`config.mk`:
```
export PLATFORM = sky130hd
export DESIGN_NAME = fetch_unit
export DESIGN_NICKNAME = d
export VERILOG_FILES = /design/src/rtl/fetch_unit.sv
export SDC_FILE = /design/constraint.sdc
export NUM_CORES = 1
export LEC_CHECK = 0
export CAP_MARGIN = 0
export CELL_PAD_IN_SITES_DETAIL_PLACEMENT = 1
export CELL_PAD_IN_SITES_GLOBAL_PLACEMENT = 2
export CORE_MARGIN = 2
export CORE_UTILIZATION = 38
export DETAILED_ROUTE_END_ITERATION = 8
export PLACE_DENSITY = 0.83
export SLEW_MARGIN = 25
export SYNTH_ARGS = -nofsm -noshare
export SYNTH_HDL_FRONTEND = slang
export SYNTH_SLANG_ARGS = --single-unit
```
`constraint.sdc`:
```
create_clock -name clk -period 3.31 [get_ports clk]
set_clock_uncertainty 0.1 [all_clocks]
set_input_delay 0.331 -clock clk [delete_from_list [all_inputs] [get_ports clk]]
set_output_delay 0.331 -clock clk [all_outputs]
set_load 0.05 [all_outputs]
```
`src/rtl/fetch_unit.sv`:
```
// Fetch stage producer: generates the fetch PC, drives the synchronous imem read and presents
// (pc, instr, valid) to the fetch buffer. Defining FETCH_PERF_CNT_EN adds fetch/stall counters.
module fetch_unit #(
    parameter int                    ADDR_WIDTH  = 12,
    parameter int                    INSTR_WIDTH = 32,
    parameter logic [ADDR_WIDTH-1:0] RESET_PC    = '0,
    parameter int                    PC_STEP     = 4
) (
    input  logic                   clk,
    input  logic                   rst_n,
    input  logic                   stall,
    input  logic                   redirect_valid,
    input  logic [ADDR_WIDTH-1:0]  redirect_pc,
    output logic                   imem_rd_en,
    output logic [ADDR_WIDTH-1:0]  imem_addr,
    input  logic [INSTR_WIDTH-1:0] imem_rdata,
    output logic [ADDR_WIDTH-1:0]  pc_out,
    output logic [INSTR_WIDTH-1:0] instr_out,
    output logic                   valid_out
`ifdef FETCH_PERF_CNT_EN
    ,
    output logic [31:0]            fetch_count,
    output logic [31:0]            stall_count
`endif
);

    localparam logic [ADDR_WIDTH-1:0] L_PC_STEP = ADDR_WIDTH'(PC_STEP);

    logic                   r_run;
    logic [ADDR_WIDTH-1:0]  r_fetch_pc;
    logic                   r_req_vld;
    logic [ADDR_WIDTH-1:0]  r_req_pc;
    logic                   r_sk_vld;
    logic [ADDR_WIDTH-1:0]  r_sk_pc;
    logic [INSTR_WIDTH-1:0] r_sk_instr;
    logic                   r_valid_out;
    logic [ADDR_WIDTH-1:0]  r_pc_out;
    logic [INSTR_WIDTH-1:0] r_instr_out;

    logic w_advance;
    logic w_issue;

    // The output slot may change only when neither stalled nor redirected; reads follow the same gate.
    assign w_advance  = ~stall & ~redirect_valid;
    assign w_issue    = r_run & w_advance;

    assign imem_rd_en = w_issue;
    assign imem_addr  = r_fetch_pc;
    assign pc_out     = r_pc_out;
    assign instr_out  = r_instr_out;
    assign valid_out  = r_valid_out;

    // NOTE: sequential state uses non-blocking (<=) so every register samples pre-edge values.
    always_ff @(posedge clk or negedge rst_n) begin
        if (!rst_n) begin
            r_run      <= 1'b0;
            r_fetch_pc <= RESET_PC;
            r_req_vld  <= 1'b0;
            r_req_pc   <= '0;
        end else begin
            r_run <= 1'b1;
            if (redirect_valid) begin
                r_fetch_pc <= redirect_pc;
                r_req_vld  <= 1'b0;
            end else begin
                r_req_vld <= w_issue;
                if (w_issue) begin
                    r_fetch_pc <= r_fetch_pc + L_PC_STEP;
                    r_req_pc   <= r_fetch_pc;
                end
            end
        end
    end

    // Stall blocks issue, so a stall episode sees at most one arrival and the skid cannot overflow.
    always_ff @(posedge clk or negedge rst_n) begin
        if (!rst_n) begin
            r_sk_vld    <= 1'b0;
            r_sk_pc     <= '0;
            r_sk_instr  <= '0;
            r_valid_out <= 1'b0;
            r_pc_out    <= '0;
            r_instr_out <= '0;
        end else if (redirect_valid) begin
            r_sk_vld    <= 1'b0;
            r_valid_out <= 1'b0;
        end else if (stall) begin
            if (r_req_vld) begin
                r_sk_vld   <= 1'b1;
                r_sk_pc    <= r_req_pc;
                r_sk_instr <= imem_rdata;
            end
        end else if (r_sk_vld) begin
            r_sk_vld    <= 1'b0;
            r_valid_out <= 1'b1;
            r_pc_out    <= r_sk_pc;
            r_instr_out <= r_sk_instr;
        end else if (r_req_vld) begin
            r_valid_out <= 1'b1;
            r_pc_out    <= r_req_pc;
            r_instr_out <= imem_rdata;
        end else begin
            r_valid_out <= 1'b0;
        end
    end

`ifdef FETCH_PERF_CNT_EN
    logic [31:0] r_fetch_count;
    logic [31:0] r_stall_count;

    // Both counters saturate at all-ones rather than wrapping.
    always_ff @(posedge clk or negedge rst_n) begin
        if (!rst_n) begin
            r_fetch_count <= '0;
            r_stall_count <= '0;
        end else begin
            if (r_valid_out && w_advance && (r_fetch_count != '1)) begin
                r_fetch_count <= r_fetch_count + 32'd1;
            end
            if (r_valid_out && stall && (r_stall_count != '1)) begin
                r_stall_count <= r_stall_count + 32'd1;
            end
        end
    end

    assign fetch_count = r_fetch_count;
    assign stall_count = r_stall_count;
`endif

endmodule
```
Word-level counts from Yosys, hierarchy flattened
Cells that the tools add are included.

Register bits: 116. Input bits: 48. Output and inout port bits: 58. Word-level logic and storage cells: 36.

$add $sub $neg: 1. Equality and inequality tests: 2. Muxes and demuxes: 14. Bitwise operators: 4. Reduce and logical (&&, ||, !) cells: 5.

Operators with widths (count): $mux W32 (2); $mux W12 (4); $add A12 B3 Y12 const B (1); $mux W1 (8); $reduce_and A3 Y1 (2); $reduce_bool A2 Y1 (2); $ne A3 B1 Y1 const B (1); $and A1 B1 Y1 (2); $ne A2 B1 Y1 const B (1); $not A1 Y1 (2); $reduce_and A2 Y1 (1).

Longest topological paths before layout
Gate-level depths: netlist (run 1).

Word-level depth: 5. Depth in mapped cells: 6. Depth with buffers taken out: 4.

Least setup slack after synthesis (run 1)
Ideal clock, no wire load.

Kind: flip-flop to flip-flop. From: register r_fetch_pc[2], in the netlist imem_addr[2]. To: register r_fetch_pc[10], in the netlist imem_addr[10]. Setup time: 82 ps. Data arrival time: 1658 ps. Data required time: 3128 ps. Slack: 1470 ps. Cell stages (with the launch flop): 5. Buffers on the path: 0. Period minus slack after synthesis: 1840 ps. Cells stage by stage: dfrtp_1 -> ha_1 -> inv_1 -> or4_1 -> a31oi_1.

Word-level cells in the longest chain between the ends: 3.

RTL lines: from (decl) (line 30) `logic [ADDR_WIDTH-1:0] r_fetch_pc;`; from (signal assigned) (line 63) `r_fetch_pc <= redirect_pc;`; from (signal assigned) (line 68) `r_fetch_pc <= r_fetch_pc + L_PC_STEP;`; $add A12 B3 Y12 (line 68); $mux W12 (line 67) `if (w_issue) begin`; $mux W12 (line 62) `if (redirect_valid) begin`.

No other way between the ends. The select of a mux whose other input is x is not followed. A chain may end at the register's enable or synchronous reset.

Final worst setup path (run 1)
From: input redirect_valid. To: output imem_rd_en.

Word-level cells in the longest chain between the ends: 3.

RTL lines: from (decl) (line 12) `input logic redirect_valid,`; $not A1 Y1 (no line); $and A1 B1 Y1 (line 44) `assign w_advance = ~stall & ~redirect_valid;`; $and A1 B1 Y1 (line 45) `assign w_issue = r_run & w_advance;`; to (decl) (line 14) `output logic imem_rd_en,`.

No other way between the ends.

==> impl_results.md, run 1 <==
* Outcome: finished clean
* Fin nets at just over 500
* Tot GR Track Use at 16.8%
* Avg Synthesized Cell Area at approximately 15 sq um
* Routed length on met1 at 5220 microns
* Highest Signal Layer: met4
* Clk_lat worst skew at approximately 410 ps
* DRC at 0
* Flops & latches, synth at 116
* CTS H-Tree Depth at 4
* Clock Sinks at ~120
* GR Overflow Total at 0
* Largest net degree at the start of global routing at 48
* CTS clk-pin slew, worst paths at 50 ps
* Antenna violations before repair at 0
* R2R Setup Slk at between 1000 and 1500 ps
* Post-DRT Antenna Nets at 0
* Ant diodes at 0
* Crit path kind: primary input to primary output
* CP Max Fanout at 13
* Met3 routed WL at between 500 and 600 microns
* Port bufs at 105
* DR WL/cell at roughly 18 microns
* CTS Buf Count at 17
* Pwr Density at 748 nW/um^2
* CTS tree: built
* Synth Cell Area at slightly above 5000 sq um
* MaxCap Viol Count at 0
* Dpl hpwl at between 7000 and 8000 microns
* FFs w/ async S/R, synth at between 90% and 100%
* Post-synthesis cell count at between 300 and 400
* Core Rows at 42
* Drt pass-1 iters at 4
* Final Hold Vio Count at 0
* F_max at 0.393 GHz
* Post-route minimum period at roughly 2500 ps
* Vias in the first global route at about 3600
* Clock buffer depth at 2
* Pleak at around 3.1 nW
* Top_reg_cell synth: dfrtp_1
* Root Driver: clkbuf_16
* Syn Nets at around 390
* Gpl congestion at 0.831
* Initial Util at 38.9%
* Cell variety after synth at 27
* Post-CTS resize count at 0
* Setup-failing EPs final at 0
* Sequential area share after synthesis at between 50 and 60%
* Yosys warns at 0
* Vias at around 3200
* Met2 Routed Length at around 5300 microns
* Required @ worst endpoint at roughly 2900 ps
* Worst VDD drop at 0.000293 V
* Startpoint type of the worst setup path: primary input
* First-pass GRT wire length at 18700 microns
* Pins Over Slew Limit at 0
* Worst Hold Class: primary input to async pin
* Die area at between 10000 and 15000 sq um
* Share of cells above drive strength 1 at between 20% and 30%
* Critical Path AT at about 2100 ps
* Vias/cell at between 4 and 5
* Worst-Margin Slew at 688 ps
* Period utilization at around three quarters
* P&R area growth vs syn at 33.5%
* Setup TNS at 0 ps
* Final core utilization at between 50% and 60%
* Routed WL at roughly 11000 microns
* Relative slew slack at roughly 54%
* RSZ-0062 raised after global routing: no
* Initial DRC count at between 150 and 200
* I/O Pins at 106
* Die height at between 100 and 150 microns
* Core area at 13300 sq um
* Worst Setup End Kind: primary output
* Post-synth EDFFs at 0
* Die X at 121 microns
-- registers in the layout, summed over array words and instances (netlist names) --
signal / flops
r_run: 1
r_req_pc: 12
pc_out: 12
imem_addr: 12
r_req_vld: 1
r_sk_instr: 32
r_sk_pc: 12
instr_out: 32
r_sk_vld: 1
valid_out: 1
-- layout by cell type, fill, tap and decap left out --
cell type        instances
a31oi_1                  3
mux2i_1                  1
clkbuf_1                 6
conb_1                   1
nand2_2                  1
nand3_1                  8
o21ai_0                  3
clkdlybuf4s50_1        103
o211ai_1                 4
inv_1                    3
mux2_1                  50
nand4b_1                 2
buf_12                   3
clkinv_2                 7
dlygate4sd3_1            1
clkbuf_16               17
ha_1                     1
mux2_2                  57
or3_2                    1
clkbuf_8                 1
dfrtp_2                  1
buf_4                    5
nand3b_1                 1
nor2b_1                  3
and2_1                   2
or4_1                    7
nand4_1                  1
o31ai_1                  3
mux2_4                  39
xnor2_1                  2
nand2_1                 10
nor2_1                   4
dfrtp_1                115
-- final cells by class --
class / count / area [sq um]
inverter: 3 / 11.3
timing repair buffer: 112 / 1140
clock inverter: 7 / 35.0
clock buffer: 24 / 462
sequential: 116 / 2900
fill: 1307 / 6380
multi-input combinational: 204 / 2140
tap: 176 / 220
-- critical path, cell delays in order --
cell             delay [ps]
clkdlybuf4s50_1         570
inv_1                   350
and2_1                  640
buf_12                  220
-- report_power, final --
group	switching (mW)	internal [mW]
Combinational	0.923	0.712
Clock	0.582	0.957
Sequential	0.220	1.78
-- layer usage --
metal / vias up / global-route usage [%]
met4: 0 / 6.32
met1: 1644 / 22.3
met2: 92 / 25.9
met5: - / 0
met3: 11 / 5.24
li1: 1461 / -
-- cell usage after synthesis, drive strengths merged, types with 2 or more instances --
master | number | area [sq um]
nor2 | 4 | 15.0
nand2 | 11 | 41.3
buf | 14 | 106
a31oi | 3 | 18.8
inv | 3 | 11.3
dfrtp | 116 | 2900
mux2 | 146 | 1790
o211ai | 4 | 30.0
o21ai | 3 | 15.0
nand3 | 8 | 40.0
or4 | 7 | 52.6
nand4b | 2 | 17.5
o31ai | 3 | 22.5
clkbuf | 5 | 18.8
and2 | 2 | 12.5
nor2b | 3 | 18.8
xnor2 | 2 | 17.5
-- what timing repair did --
item | CTS | global route
setup endpoints to repair | 0 | 0
setup buffers | 0 | 0
hold buffers | 1 | 0
endpoints found under the hold margin | 45 | 0
-- path summary, 6_finish.rpt --
| path | startpoint | endpoint | cells past startpoint |
|---|---|---|---|
| max | redirect_valid | imem_rd_en | 4 |
| max in group asynchronous | rst_n | r_sk_instr[4] | 3 |
| min | rst_n | r_sk_instr[8] | 2 |
| max reg2reg | r_sk_vld | instr_out[0] | 3 |
| min reg2reg | r_sk_pc[8] | r_sk_pc[8] | 1 |
| min in group clk | r_sk_pc[8] | r_sk_pc[8] | 1 |
-- cells by family after synthesis --
logic type | synth area share (%)
muxes | 34.8
other | 0.0724
and+or+nand+nor | 4.21
buffers and inverters | 2.63
adders and majority gates | 0.242
xor gates and xnor gates | 0.338
AOI/OAI and AO/OA | 1.67
DFF | 56.1
-- per-stage QoR --
step                      cell area, sq um  cells  total power, mW  worst slack [ps]  hold slack, ps
after floorplan                       5180    342             3.06              1470           -64.6
after global placement                6410    610             3.61               845             279
after detailed placement              6410    610             3.66               742             281
after CTS                             6910    642             5.24               740             378
after global routing                  6910    642             5.43               603             396
final                                 6910    642             5.17               764             364
No activity file was read; power rests on OpenSTA's default activity.
==> inputs of run 2 (changes only) <==
Settings changed: CORE_UTILIZATION 38 to 36, PLACE_DENSITY 0.83 to 0.79.
Clock period 3.31 ns to 2.45 ns, I/O delays scaled along.
==> run 2 against run 1 <==
Final area grew 1.3%; die area grew 5.4%; routed wire length grew 4.2%; setup slack lost 450 ps; power grew 38%; critical path depth shrank 3; global-route usage shrank 0.58 points; count of clock-buffer cells in the layout grew 3; utilization shrank 1.9 points.
==> impl_results.md, run 2 (synthesis results as in run 1) <==
* Routed length on met1 at between 5000 and 6000 microns
* Clock power frac at between 30% and 40%
* GR Overflow Total at 0
* Crit path kind: register to primary output
* P&R area growth vs syn at 35.3%
* Setup bufs post-CTS at 0
* Die X at roughly 120 microns
* Logic pwr share at a little under a third
* Met3 routed WL at 688 microns
* Vias at 3233
* Placed Area at around 6500 sq um
* Clock buffer depth at 2
* Core Rows at 43
* Highest Signal Layer: met4
* Buffers and inverters on the worst path at 1
* Die height at about 120 microns
* Worst Hold Class: primary input to register
* I/O Pins at between 100 and 150
* Worst Setup End Kind: primary output
* Initial Util at 37.0%
* Vias in the first global route at roughly 3500
* CTS tree: built
* Post-route minimum period at ~2100 ps
* R2R Setup Slk at ~700 ps
* Setup TNS at 0 ps
* Sw Pwr at 2.35 mW
* Max incr delay on CP at 860 ps
* Setup-failing EPs final at 0
* Cell area after layout at ~7000 sq um
* Sw Ratio at approximately a third
* CP Max Fanout at 8
* CTS clk-pin slew, worst paths at around 60 ps
* Die area at 15400 sq um
* Core area at between 10000 and 15000 sq um
* Commonest cells after routing, fill and taps aside: dfrtp_1, clkdlybuf4s50_1, mux2_2
* Internal power at roughly 4.8 mW
* MaxCap Viol Count at 0
* Reg power frac at a little under two fifths
* Clock Sinks at 116
* RSZ-0062 raised after global routing: no
* Worst VDD drop at 0.000436 V
* Initial DRC count at ~120
* Pwr Density at just over 1000 nW/um^2
* First-pass GRT wire length at roughly 19000 microns
* F_max at approximately 0.47 GHz
* Final core utilization at 50.1%
* Critical Path AT at 1790 ps
* Crit-path cells: clkdlybuf4s50_1
* CTS Buf Count at 17
* Antenna violations before repair at 0
* Share of cells above drive strength 1 at ~29%
* Dpl hpwl at ~7600 microns
* Relative slew slack at ~58%
* Startpoint type of the worst setup path: register
* DRC at 0
* CTS H-Tree Depth at 4
* Routed WL at roughly 12000 microns
* CP max-delay cell: clkdlybuf4s50_1
* Required @ worst endpoint at between 2000 and 2500 ps
* Tot Pwr at 7.11 mW
* Pleak at just over 3 nW
* Root Driver: clkbuf_16
* Final Hold Vio Count at 0
* Port bufs at 105
* Clk_lat worst skew at slightly above 400 ps
* Period utilization at about 87%
* Worst-Margin Slew at 635 ps
* Gpl congestion at roughly 0.8
* Met2 Routed Length at about 5600 microns
* Most common cell after layout, fill and taps aside: dfrtp_1
* Drt pass-1 iters at 4
* Post-DRT Antenna Nets at 0
* Crit path max-delay family: buffers and inverters
* Outcome: finished clean
* Pins Over Slew Limit at 0
* Ant diodes at 0
* Fin nets at approximately 510
* Tot GR Track Use at between 10% and 20%
* DR WL/cell at 18.0 microns
* Largest net degree at the start of global routing at between 40 and 50
* Vias/cell at about 5
==> run 2: cell types whose count changed in the layout (fill, tap and decap cells not counted), sizes merged <==
cell	change
clkbuf	+3
buf	+4
clkinv	-2
==> run 2: metal layers <==
metal / vias to the layer above / global-route usage (%)
met5: - / 0
met4: 0 / 6.32
met3: 13 / 4.90
met2: 88 / 25.9
met1: 1660 / 20.8
li1: 1472 / -
==> run 2: worst paths after layout <==
path / start / cells after the start / endpoint
max in group asynchronous: rst_n / 3 / r_sk_pc[0]
worst max-delay path: imem_addr[5] / 1 / imem_addr[5]
worst max register to register: r_sk_vld / 4 / pc_out[11]
min in group asynchronous: rst_n / 2 / instr_out[10]
worst min-delay path: redirect_pc[2] / 3 / imem_addr[2]
worst min register to register: r_sk_pc[0] / 1 / r_sk_pc[0]
==> run 2: through the flow <==
step | setup WS, ps | hold WS [ps] | std cells
6_report | 315 | 292 | 651
5_1_grt | 253 | 301 | 651
4_1_cts | 285 | 279 | 651
3_5_place_dp | 356 | 214 | 618
3_3_place_gp | 366 | 216 | 618
2_1_floorplan | 610 | -151 | 342
==> run 2: timing repair <==
item,4_1_cts,5_1_grt
hold endpoints to repair,45,0
hold buffers,1,0
resized for setup,0,0
==> run 2: area by class of cell <==
class                   count  area [sq um]
multi-input cells         204          2140
flip-flops and latches    116          2900
inverters                   3          11.3
well taps                 180           225
clock buffers              27           503
fillers                  1414          6980
repair buffers            116          1190
clock inverters             5          25.0
==> run 2: power groups by stage <==
stage	combinational [mW]	clock [mW]	sequential, mW
finish	2.22	2.19	2.70
global route	2.33	2.34	2.78
CTS	2.25	2.25	2.71
detailed placement	2.24	0	2.73
global placement	2.19	0	2.70
floorplan	0.628	0	3.51
==> inputs of run 3 (changes only) <==
Settings changed: CORE_ASPECT_RATIO set to 1.1.
==> run 3 against run 2 <==
First-iteration DRC count decreased by 2.5%; register-to-register slack got worse by 70 ps; combinational power about the same; clock power increased by 17%; via count decreased by 0.90%; count of clock-buffer cells in the layout decreased by 7; power increased by 5.1%; utilization increased by 0.93 points; critical path type unchanged.
==> impl_results.md, run 3 (synthesis results as in run 1) <==
* Max incr delay on CP at 870 ps
* Critical Path AT at roughly 1800 ps
* Fin nets at 506
* Worst Hold Class: primary input to async pin
* Outcome: finished clean
* Core Rows at 45
* Crit path max-delay family: buffers and inverters
* MaxCap Viol Count at 0
* Largest net degree at the start of global routing at 48
* CTS Buf Count at 17
* Routed WL at 11300 microns
* Post-route minimum period at between 2000 and 2500 ps
* CP max-delay cell: clkdlybuf4s50_1
* CTS H-Tree Depth at 4
* Initial DRC count at between 100 and 150
* Ant diodes at 0
* Vias/cell at around 5
* Vias at about 3200
* P&R area growth vs syn at 37.0%
* Antenna violations before repair at 0
* Gpl congestion at 0.748
* Tot Pwr at between 7 and 8 mW
* Setup-failing EPs final at 0
* CP Max Fanout at 8
* Relative slew slack at between 50% and 60%
* Tot GR Track Use at between 15 and 20%
* Final Hold Vio Count at 0
* Crit path kind: register to primary output
* Most common cell after layout, fill and taps aside: dfrtp_1
* Setup TNS at 0 ps
* Crit-path cells: clkdlybuf4s50_1
* Pleak at about 3.1 nW
* Die height at about 130 microns
* Clock buffer depth at 2
* Worst Setup End Kind: primary output
* Clk_lat worst skew at around 400 ps
* GR Overflow Total at 0
* F_max at between 0.4 and 0.5 GHz
* Share of cells above drive strength 1 at between 20 and 30%
* Period utilization at 86.4%
* Startpoint type of the worst setup path: register
* Die X at around 120 microns
* DRC at 0
* First-pass GRT wire length at roughly 19000 microns
* Vias in the first global route at roughly 3500
* Port bufs at approximately 110
* Die area at 15400 sq um
* Buffers and inverters on the worst path at 1
* Initial Util at between 30% and 40%
* CTS tree: built
* CTS clk-pin slew, worst paths at 50 ps
* I/O Pins at between 100 and 150
* Root Driver: clkbuf_16
* Post-DRT Antenna Nets at 0
* Dpl hpwl at about 7300 microns
* RSZ-0062 raised after global routing: no
* Core area at 13900 sq um
* Worst VDD drop at between 0.0003 and 0.0004 V
* Pins Over Slew Limit at 0
* Pwr Density at roughly 1100 nW/um^2
* DR WL/cell at approximately 17 microns
* Worst-Margin Slew at roughly 640 ps
* Commonest cells after routing, fill and taps aside: dfrtp_1, clkdlybuf4s50_1, mux2_2
* Required @ worst endpoint at roughly 2100 ps
* Clock Sinks at between 100 and 150
* Drt pass-1 iters at 4
==> run 3: power by group <==
part           internal [mW]  switching, mW
Clock                   1.74          0.827
Combinational          0.969           1.24
Sequential              2.40          0.299
Total                   5.11           2.37
==> run 3: cell type report <==
| cell class | count | area, sq um |
|---|---|---|
| inverter | 3 | 11.3 |
| multi-input combinational | 204 | 2140 |
| sequential | 116 | 2900 |
| clock inverter | 11 | 158 |
| tap | 188 | 235 |
| clock buffer | 20 | 457 |
| fill | 1410 | 6810 |
| timing repair buffer | 115 | 1190 |
==> run 3: routing by layer <==
metal / vias to the layer above / share of wire, % / global-route usage (%)
li1: 1466 / - / -
met1: 1644 / 47 / 19.9
met2: 88 / 48 / 25.9
met3: 6 / 4.3 / 4.41
met4: 0 / 0.73 / 5.32
met5: - / 0 / 0
==> run 3: timing repair <==
item / 4_1_cts / 5_1_grt
hold buffers: 1 / 0
gates resized for setup: 0 / 0
setup buffers: 0 / 0
endpoints found under the hold margin: 45 / 0
==> run 3: through the flow <==
step | hold WS [ps] | setup WS (ps) | cell area, sq um | utilization (%) | cells
after floorplan | -151 | 610 | 5180 | - | 342
after global placement | 204 | 368 | 6470 | 46.5 | 625
after detailed placement | 209 | 328 | 6470 | 46.5 | 625
after CTS | 279 | 297 | 7090 | 51.0 | 657
after global routing | 307 | 258 | 7090 | 51.0 | 657
final | 300 | 333 | 7090 | 51.0 | 657
==> run 3: worst paths after layout <==
kind | depth (start not counted) | slack (ps) | startpoint | to
max | 1 | 330 | imem_addr[5] | imem_addr[5]
min | 2 | 300 | rst_n | instr_out[8]
min reg2reg | 1 | 380 | r_sk_instr[5] | r_sk_instr[5]
max in group asynchronous | 3 | 1170 | rst_n | r_sk_pc[6]
min in group clk | 3 | 300 | redirect_pc[7] | imem_addr[7]
max reg2reg | 3 | 630 | r_sk_vld | instr_out[2]
